--- config.mk ---
export PLATFORM = sky130hd
export DESIGN_NAME = dq_burst_deser
export DESIGN_NICKNAME = d
export VERILOG_FILES = /design/src/rtl/dq_burst_deser.sv
export SDC_FILE = /design/constraint.sdc
export NUM_CORES = 1
export LEC_CHECK = 0
export ABC_AREA = 1
export CORE_AREA = 2 2 110 112
export CTS_BUF_LIST = sky130_fd_sc_hd__clkbuf_16
export DETAILED_ROUTE_END_ITERATION = 7
export DIE_AREA = 0 0 112 114
export GPL_TIMING_DRIVEN = 0
export PLACE_DENSITY = 0.62
export SLEW_MARGIN = 0
export SYNTH_ARGS = -nofsm -noshare
export SYNTH_HDL_FRONTEND = slang
export SYNTH_SLANG_ARGS = --single-unit
--- constraint.sdc ---
create_clock -name mem_clk -period 5.8 [get_ports mem_clk]
set_clock_uncertainty 0.05 [all_clocks]
set_input_delay 1.45 -clock mem_clk [delete_from_list [all_inputs] [get_ports mem_clk]]
set_output_delay 1.45 -clock mem_clk [all_outputs]
set_load 0.02 [all_outputs]
--- src/rtl/dq_burst_deser.sv ---
// dq_burst_deser
//   Deserialises BL beats of an arch-lane DQ bus into one WIDTH-bit burst word.
//   Completed bursts are queued in a 2-entry FIFO with a registered head.
//
// Ports
//   mem_clk     : clock, all state updates on the rising edge
//   rst_n       : asynchronous active-low reset
//   DQ          : one bit per lane per beat
//   dq_valid    : DQ carries a beat this cycle
//   SerDes_en   : capture enable; dropping it aborts a partial burst
//   err_clr     : synchronous clear of the sticky error flags
//   rdata       : head-of-queue burst word
//   rdata_valid : rdata holds a burst
//   rdata_ready : consumer accepts rdata
//   status      : high while a burst is being captured
//   overflow    : sticky, a completed burst was dropped (queue full)
//   gap_err     : sticky, a burst was aborted by a gap timeout
module dq_burst_deser #(
    parameter int WIDTH   = 32,
    parameter int arch    = 16,
    parameter int BL      = WIDTH / arch,
    parameter int GAP_MAX = 4
) (
    input  logic             mem_clk,
    input  logic             rst_n,
    input  logic [arch-1:0]  DQ,
    input  logic             dq_valid,
    input  logic             SerDes_en,
    input  logic             err_clr,
    output logic [WIDTH-1:0] rdata,
    output logic             rdata_valid,
    input  logic             rdata_ready,
    output logic             status,
    output logic             overflow,
    output logic             gap_err
);

    localparam int CNT_W = (BL > 1) ? $clog2(BL) : 1;
    localparam int GAP_W = (GAP_MAX > 1) ? $clog2(GAP_MAX + 1) : 1;
    localparam logic [CNT_W-1:0] CNT_LAST = CNT_W'(BL - 1);
    localparam logic [GAP_W-1:0] GAP_LAST = GAP_W'(GAP_MAX - 1);

    localparam logic [0:0] IDLE    = 1'b0;
    localparam logic [0:0] CAPTURE = 1'b1;

    logic [0:0]       state;
    logic [CNT_W-1:0] beat_cnt;
    logic [GAP_W-1:0] gap_cnt;
    logic [WIDTH-1:0] asm_word;
    logic [WIDTH-1:0] merged;

    logic [WIDTH-1:0] head_data, tail_data;
    logic             head_vld, tail_vld;

    logic beat_ok, burst_done, gap_timeout, pop, push_ok, push_drop;

    // A beat is taken whenever capture is enabled; in IDLE beat_cnt is 0, so
    // the same path stores beat 0 and later beats.
    assign beat_ok     = SerDes_en && dq_valid;
    assign burst_done  = beat_ok && (beat_cnt == CNT_LAST);
    assign gap_timeout = (state == CAPTURE) && SerDes_en && !dq_valid && (gap_cnt == GAP_LAST);

    assign pop       = head_vld && rdata_ready;
    assign push_ok   = burst_done && (!tail_vld || pop);
    assign push_drop = burst_done && tail_vld && !pop;

    // Current beat merged into the partial word: lane i, beat k -> bit BL*i+k.
    always_comb begin
        merged = asm_word;
        for (int i = 0; i < arch; i++) begin
            for (int k = 0; k < BL; k++) begin
                if (beat_cnt == CNT_W'(k)) begin
                    merged[i*BL + k] = DQ[i];
                end
            end
        end
    end

    // Partial-burst data needs no reset: every bit is rewritten before use.
    always_ff @(posedge mem_clk) begin
        if (beat_ok) begin
            asm_word <= merged;
        end
    end

    always_ff @(posedge mem_clk or negedge rst_n) begin
        if (!rst_n) begin
            state    <= IDLE;
            beat_cnt <= '0;
            gap_cnt  <= '0;
        end else begin
            case (state)
                IDLE: begin
                    if (beat_ok) begin
                        gap_cnt <= '0;
                        if (burst_done) begin
                            beat_cnt <= '0;
                        end else begin
                            beat_cnt <= beat_cnt + 1'b1;
                            state    <= CAPTURE;
                        end
                    end
                end
                default: begin
                    if (!SerDes_en || burst_done || gap_timeout) begin
                        state    <= IDLE;
                        beat_cnt <= '0;
                        gap_cnt  <= '0;
                    end else if (beat_ok) begin
                        beat_cnt <= beat_cnt + 1'b1;
                        gap_cnt  <= '0;
                    end else begin
                        gap_cnt  <= gap_cnt + 1'b1;
                    end
                end
            endcase
        end
    end

    // Two-entry queue: head feeds rdata directly, tail backs it up.
    always_ff @(posedge mem_clk or negedge rst_n) begin
        if (!rst_n) begin
            head_data <= '0;
            head_vld  <= 1'b0;
            tail_vld  <= 1'b0;
        end else begin
            if (pop) begin
                if (tail_vld) begin
                    head_data <= tail_data;
                    tail_vld  <= push_ok;
                end else if (push_ok) begin
                    head_data <= merged;
                end else begin
                    head_vld  <= 1'b0;
                end
            end else if (push_ok) begin
                if (!head_vld) begin
                    head_data <= merged;
                    head_vld  <= 1'b1;
                end else begin
                    tail_vld  <= 1'b1;
                end
            end
        end
    end

    always_ff @(posedge mem_clk) begin
        if (push_ok && (head_vld && !(pop && !tail_vld))) begin
            tail_data <= merged;
        end
    end

    // Sticky flags: a set event in the same cycle wins over err_clr.
    always_ff @(posedge mem_clk or negedge rst_n) begin
        if (!rst_n) begin
            overflow <= 1'b0;
            gap_err  <= 1'b0;
        end else begin
            if (push_drop)    overflow <= 1'b1;
            else if (err_clr) overflow <= 1'b0;
            if (gap_timeout)  gap_err  <= 1'b1;
            else if (err_clr) gap_err  <= 1'b0;
        end
    end

    assign rdata       = head_data;
    assign rdata_valid = head_vld;
    assign status      = (state == CAPTURE);

endmodule

# [Word-level counts from Yosys, hierarchy flattened]
# Index checks and enable logic that the tools add are counted.
# W data, S select, Z words.
[word_totals] latchBits=0 ram_bits=0 wordCells=108 memories=0 inputBits=22 romBits=0 output_inout_bits=36 regBits=105
[classes] bitwise_logic=0 n_eq_ne=4 muxes=61 reduce_logical=31 order_cmp=0 addsub=2 mul=0 div=0 n_shift=0
[ops] op="$mux W32" n=5
[ops] op="$mux W1" n=52
[ops] op="$reduce_bool A2 Y1" n=7
[ops] op="$logic_and A1 B1 Y1" n=12
[ops] op="$mux W3" n=4
[ops] op="$reduce_and A3 Y1" n=2
[ops] op="$logic_not A1 Y1" n=5
[ops] op="$ne A2 B2 Y1 const B" n=2
[ops] op="$reduce_and A2 Y1" n=2
[ops] op="$add A3 B1 Y3 const B" n=1
[ops] op="$eq A3 B2 Y1 const B" n=1
[ops] op="$logic_or A1 B1 Y1" n=3
[ops] op="$ne A2 B1 Y1 const B" n=1
[ops] op="$add A1 B1 Y1 const B" n=1

# [Longest topological paths before layout]
[logic_depth] ltp_word=6 mapped_depth=9 depth_no_buf=7

# [Worst setup path after synthesis]
# Ideal clock, no wire load.
[synth_path] path_kind="input to register" start="input port rdata_ready" end="register tail_data[0], enable pin" n_path_buf=0 setup_ns=0.432 cell_stages=5 setup_slack_ns=1.969 arrival_time_ns=3.349 required_time_ns=5.318 cell_sequence="inv_1 nand2_1 nand2_1 nand2_1 a21oi_1"
[synth_via] elab_chain_len=5 elab_cells_between_ends=7 cone_classes="reduce/logical (7)"
[synth_rtl] item="start: declaration" line="32" rtl="input logic rdata_ready,"
[synth_rtl] item="$logic_and A1 B1 Y1 *" line="63" rtl="assign pop = head_vld && rdata_ready;"
[synth_rtl] item="$logic_and A1 B1 Y1" line="148" rtl="if (push_ok && (head_vld && !(pop && !tail_vld))) begin"
[synth_rtl] item="$logic_not A1 Y1" line="148"
[synth_rtl] item="$logic_and A1 B1 Y1" line="148"
[synth_rtl] item="$logic_and A1 B1 Y1 *" line="148"
[synth_rtl] item="end signal: assignment" line="149" rtl="tail_data <= merged;"
[synth_rtl] item="end: declaration" line="52" rtl="logic [WIDTH-1:0] head_data, tail_data;"
# Mark *: on every way between the ends. The rest lies on a longest branch, timed or not.
# A chain may end at the register's enable or synchronous reset.

# [Worst setup path after layout]
[layout_path] start="input port SerDes_en" end="register tail_data[17], enable pin"
[layout_via] elab_chain_len=4
[layout_rtl] item="start: declaration" line="28" rtl="input logic SerDes_en,"
[layout_rtl] item="$logic_and A1 B1 Y1" line="59" rtl="assign beat_ok = SerDes_en && dq_valid;"
[layout_rtl] item="$logic_and A1 B1 Y1" line="60" rtl="assign burst_done = beat_ok && (beat_cnt == CNT_LAST);"
[layout_rtl] item="$logic_and A1 B1 Y1" line="64" rtl="assign push_ok = burst_done && (!tail_vld || pop);"
[layout_rtl] item="$logic_and A1 B1 Y1" line="148"
# Every way passes these cells.

==> impl_metrics.json <==
{
  "status": "finished, final reports clean",
  "cp-start-kind": "input port",
  "vdd_drop_max_mv": 0.218,
  "vias_per_cell": 4.78,
  "start_util_pct": 38.6,
  "worst_path_most_repeated_cell": "nand2_1",
  "cts_hold_buf": 0,
  "die_area_mm2": 0.0128,
  "seq_area_frac_synth_pct": 65.2,
  "clk_pin_slew_ns": 0.07,
  "syn_to_final_growth_pct": 25.9,
  "slew_headroom_pct": 50.4,
  "yosys_warnings": 0,
  "postLayoutCoreUtil_pct": 48.6,
  "finalSetupViolations": 0,
  "gp_congestion": 0.764,
  "grt_start_max_net_pins": 23,
  "cp_slowest_cell": "clkdlybuf4s50_1",
  "leakage_uw": 0.00259,
  "synth.cell_area_mm2": 0.00452,
  "path_cells": "clkdlybuf4s50_1, nand2_1, nor2_1, nand2_1, a21oi_4, buf_16",
  "clockBufferDepth": 2,
  "cp_data_arrival_time_ns": 3.11,
  "dieWidth_um": 112,
  "finalHoldViolations": 0,
  "cts_sinks": 105,
  "rrSetupSlack_ns": 3.81,
  "htree_num_levels": 3,
  "num_rows": 40,
  "period_needed_ns": 3.12,
  "placed_cells": 672,
  "ant_nets": 0,
  "route.detailed.drc": 0,
  "critPathMaxStageDelay_ns": 0.60,
  "postCtsResizedCells": 0,
  "worstPathRequired_ns": 5.79,
  "grt_pass1_vias": 3344,
  "cp_max_fo": 22,
  "stdcell_count": 688,
  "worst_pin_slew_ns": 0.744,
  "postCtsSetupBuffers": 0,
  "numCtsBuffers": 9,
  "synthCells": 465,
  "hold_class": "reg -> reg",
  "slew_viol_final": 0,
  "p_int_uw": 1760,
  "power.total_uw": 2670,
  "powerDensity_mw_per_mm2": 470,
  "syn-num-nets": 489,
  "grt_pass1_wl_um": 16600,
  "ios": 58,
  "period_share_pct": 53.8,
  "endpoint_kind": "register",
  "vias": 3288,
  "path_class": "in -> reg",
  "synth_seq_cells": 105,
  "die_h_um": 114,
  "pwr-share-seq_pct": 40.2,
  "post_drt_wl_per_cell_um": 14.1,
  "drive_gt1_share_pct": 10.9,
  "synth_area_per_cell_um2": 9.72,
  "cts-root-buf": "clkbuf_16",
  "track_usage_pct": 16.5,
  "combPwrFrac_pct": 35.1,
  "post-dp-hpwl_um": 6530,
  "portBuffers": 57,
  "antenna_found_initial": 0,
  "fillCellCount": 1107,
  "finalSetupTns_ns": 0,
  "max_cap_viol_count": 0,
  "p_clk_share_pct": 24.7,
  "switching_share_pct": 34.2,
  "antennaDiodeCount": 0,
  "netSwitchingPower_uw": 912,
  "place_area_mm2": 0.00536,
  "postLayoutCellArea_mm2": 0.00569,
  "core_mm2": 0.0117,
  "grt_remaining_overflow": 0,
  "cts_tree": "yes",
  "ys_types": 18,
  "firstDrtPassIters": 4,
  "drt-total-wl_um": 9710,
  "fmax_mhz": 320,
  "clk_latency_ns": 0.34,
  "rsz0062_at_grt": "no",
  "finalNetCount": 560,
  "drtIter0Drc": 178
}
state kept, by name, summed over array words and instances (netlist names):
register,cells
rdata_valid,1
tail_vld,1
gap_err,1
asm_word,32
tail_data,32
beat_cnt,1
overflow,1
gap_cnt,3
rdata,32
status,1
power by group through the flow:
stage	Combinational, uW	Sequential [uW]	Clock (uW)
2_1_floorplan	425	1220	0
3_3_place_gp	926	1090	0
3_5_place_dp	944	1090	0
4_1_cts	952	1080	672
5_1_grt	1050	1100	705
6_report	937	1070	659
cells in the mapped netlist, drive strengths merged:
| library cell | n | area, um2 |
|---|---|---|
| dfrtp | 41 | 1030 |
| a21oi | 3 | 15.0 |
| edfxtp | 64 | 1920 |
| o21ai | 2 | 10.0 |
| inv | 13 | 48.8 |
| nand3 | 34 | 170 |
| a21boi | 1 | 7.51 |
| nand4 | 4 | 31.3 |
| o22ai | 2 | 12.5 |
| ha | 2 | 25.0 |
| nand2 | 274 | 1060 |
| nor2 | 3 | 18.8 |
| buf | 22 | 173 |
final timing paths:
path | startpoint | end | cells past startpoint
min in group asynchronous | rst_n | rdata[8]$_DFFE_PN0P_ | 1
worst min register to register | rdata[26]$_DFFE_PN0P_ | rdata[26]$_DFFE_PN0P_ | 2
worst min-delay path | rdata[26]$_DFFE_PN0P_ | rdata[26]$_DFFE_PN0P_ | 2
max in group asynchronous | rst_n | rdata[28]$_DFFE_PN0P_ | 2
worst max-delay path | SerDes_en | tail_data[17]$_DFFE_PP_ | 6
worst max register to register | beat_cnt$_DFFE_PN0P_ | tail_data[17]$_DFFE_PP_ | 7
metrics by stage:
step	worst slack, ns	hold slack, ns
after global routing	2.55	0.455
after floorplan	1.97	0.407
after CTS	2.68	0.434
after detailed placement	2.31	0.414
after global placement	0.351	0.413
final	2.68	0.428
kinds of logic (layout without fill, tap and decap cells):
logic type / count (synthesis) / count (layout) / synth area share (%)
buffers and inverters: 35 / 111 / 4.90
and+or+nand+nor: 315 / 315 / 28.3
AOI/OAI and AO/OA: 8 / 8 / 0.997
DFF: 105 / 105 / 65.2
adders and majority gates: 2 / 2 / 0.554
layer usage:
metal  vias to the layer above  share of wire [%]  track usage, %  routed length, um
met5                         -                  0               0                  0
met4                         0                1.1            4.80                108
met3                         6                4.4            3.88                431
met2                        74                 47            26.9               4560
met1                      1562                 48            22.3               4610
li1                       1646                  -               -                  -
layout make-up:
cell class	count	area [um2]	area share [%]
flip-flops and latches	105	2950	51.8
multi-input cells	325	1360	23.9
repair buffers	60	648	11.4
clock buffers	9	225	3.96
well taps	147	184	3.23
plain buffers	22	173	3.04
clock inverters	7	101	1.78
inverters	13	48.8	0.858
layout by cell type, fill, tap and decap left out, drive strengths merged, types with 3 or more instances in the layout:
master,count
buf,26
nand4,4
clkbuf,9
nand2,274
inv,15
clkdlybuf4s50,56
nor2,3
a21oi,3
dfrtp,41
edfxtp,64
nand3,34
worst max-delay path: cells and delay by family:
kind / cells / cell delay (ns)
simple gates: 3 / 0.41
buf+inv: 2 / 0.84
compound gates: 1 / 0.40
Note: power is estimated with default switching activity, not from simulation.
==> variant, RTL diff (config.mk and constraints unchanged) <==
`WIDTH`: 32 -> 16.
--- a/src/rtl/dq_burst_deser.sv
+++ b/src/rtl/dq_burst_deser.sv
@@ -16,7 +16,7 @@
 //   overflow    : sticky, a completed burst was dropped (queue full)
 //   gap_err     : sticky, a burst was aborted by a gap timeout
 module dq_burst_deser #(
-    parameter int WIDTH   = 32,
+    parameter int WIDTH   = 16,
     parameter int arch    = 16,
     parameter int BL      = WIDTH / arch,
     parameter int GAP_MAX = 4
Interface: changed (resized rdata); port bits go from 58 to 42. No check against the original RTL was run, so the function may have changed too.
==> variant against the unedited design <==
Final area is 42% lower. Die area stayed put. Power is 65% lower. Combinational power is 95% lower. First-iteration DRC count is 64% lower. Wire length is 47% lower. Sequential cell count is 48 lower. Area after synthesis is 46% lower. Worst setup slack better by 0.15 ns. Via count is 46% lower. Critical path type is now reg -> out. Largest cell class unchanged. Highest routed layer unchanged.
==> variant: results (changes against the unedited design) <==
Synth:
- The count of flip-flops with a built-in enable after synthesis is 32 (-50%).
- The share of flip-flops with an asynchronous set or reset after synthesis is 43.86% (+4.8 points).
- The number of unique standard cell types used by synthesis is 24 (+6).
- The sequential area share after synthesis was 64.53% (-0.72 points).
- The adder and majority gate portion of the synthesized area is 1.018% (+0.46 points).
- The post-synth net total is 275 (-44%).

Critical path:
- The element type at the critical path start is a flip-flop.
- The largest fanout on the critical path is 6 (-73%).
- The beginning of the worst register-to-register path is rdata_valid$_DFFE_PN0P_.
- In this run the worst setup path terminates at rdata_valid.
- The register-to-register setup slack is 4.13 ns (+0.32 ns).
- The maximum single-stage delay on the critical path is 0.68 ns (+0.08 ns).

GRT:
- The wire length of the first global-routing pass came to 8756 um (-47%).
- The via count of the first global-routing pass is 1,849 (-45%).

Routing:
- The first-iteration detailed-routing DRC count is 64 (-64%).
- The number of vias in the routed layout is 1,781 (-46%).
- The post-detailed-routing wire length came to 5111 um (-47%).

Placed design:
- The area after detailed placement was 0.003065 mm2 (-43%).
- The post-place setup slack was 2.628 ns (+0.3146 ns).
- The estimated wirelength of the detail-placed design is 3850 um (-41%).
- The final RePlAce weighted congestion came to 0.7673 (+0.41%).
- The number of port buffers came to 41 (-28%).

Power and ir drop:
- The static leakage power is 0.001415 uW (-45%).
- The maximum vdd ir drop was 111.0 uV (-49%).

Hold path:
- The path with the worst hold slack has its endpoint at rdata[9]$_DFFE_PN0P_.

Finish:
- The number of fill cells in the layout was 1,220 (+10%).

Run status:
- The run finished with clean final reports.

Timing:
- The slew at the pin closest to its max-slew limit is 1.156 ns (+0.4123 ns).
- The final critical-path share of the clock period is 51.21% (-2.6 points).

Clock network:
- The clock input transition at the sequential cells of the worst setup and hold paths is 0.05 ns (-0.02 ns).
[variant: changes by cell type in the layout (fill, tap and decap cells not counted), sizes merged, moves of 4 or more]
cell	before	now
nand3	34	5
dfrtp	41	25
buf	26	8
clkinv	1	6
nand2	274	154
clkdlybuf4s50	56	41
o21ai	2	6
edfxtp	64	32
[variant: logic make-up after synthesis]
logic type	count (synthesis)
flip-flops	57
adder cells (fa/ha/maj)	2
AND/OR/NAND/NOR	162
buffers and inverters	18
AO/OA/AOI/OAI	12
[variant: power breakdown]
| group | leakage [uW] | total, uW | switching [uW] | internal, uW |
|---|---|---|---|---|
| Clock | 0.000136 | 443 | 164 | 279 |
| Combinational | 0.000727 | 50.3 | 27.8 | 22.4 |
| Sequential | 0.000551 | 444 | 4.39 | 440 |
| Total | 0.00141 | 938 | 197 | 741 |
[variant: layout make-up]
class | count | area (um2) | share of cell area, %
Buffer | 7 | 67.56 | 2.035
Clock buffer | 9 | 225.2 | 6.782
Clock inverter | 7 | 30.03 | 0.9043
Inverter | 11 | 55.05 | 1.658
Multi-Input combinational cell | 176 | 754.5 | 22.72
Sequential cell | 57 | 1587 | 47.78
Tap cell | 147 | 183.9 | 5.539
Timing Repair Buffer | 42 | 417.9 | 12.58
[variant: layer usage]
layer / part of all wire, % / global-route usage, % / routed length, um
met5: 0 / 0 / 0
met4: 3.3 / 6.260 / 171
met1: 44 / 10.09 / 2274
met3: 3.2 / 2.285 / 164
met2: 49 / 14.87 / 2501
[variant: per-stage QoR]
step,cells,hold WS (ns)
2_1_floorplan,251,0.4343
3_3_place_gp,439,0.4160
3_5_place_dp,440,0.4196
4_1_cts,456,0.4328
5_1_grt,456,0.4631
6_report,456,0.4228
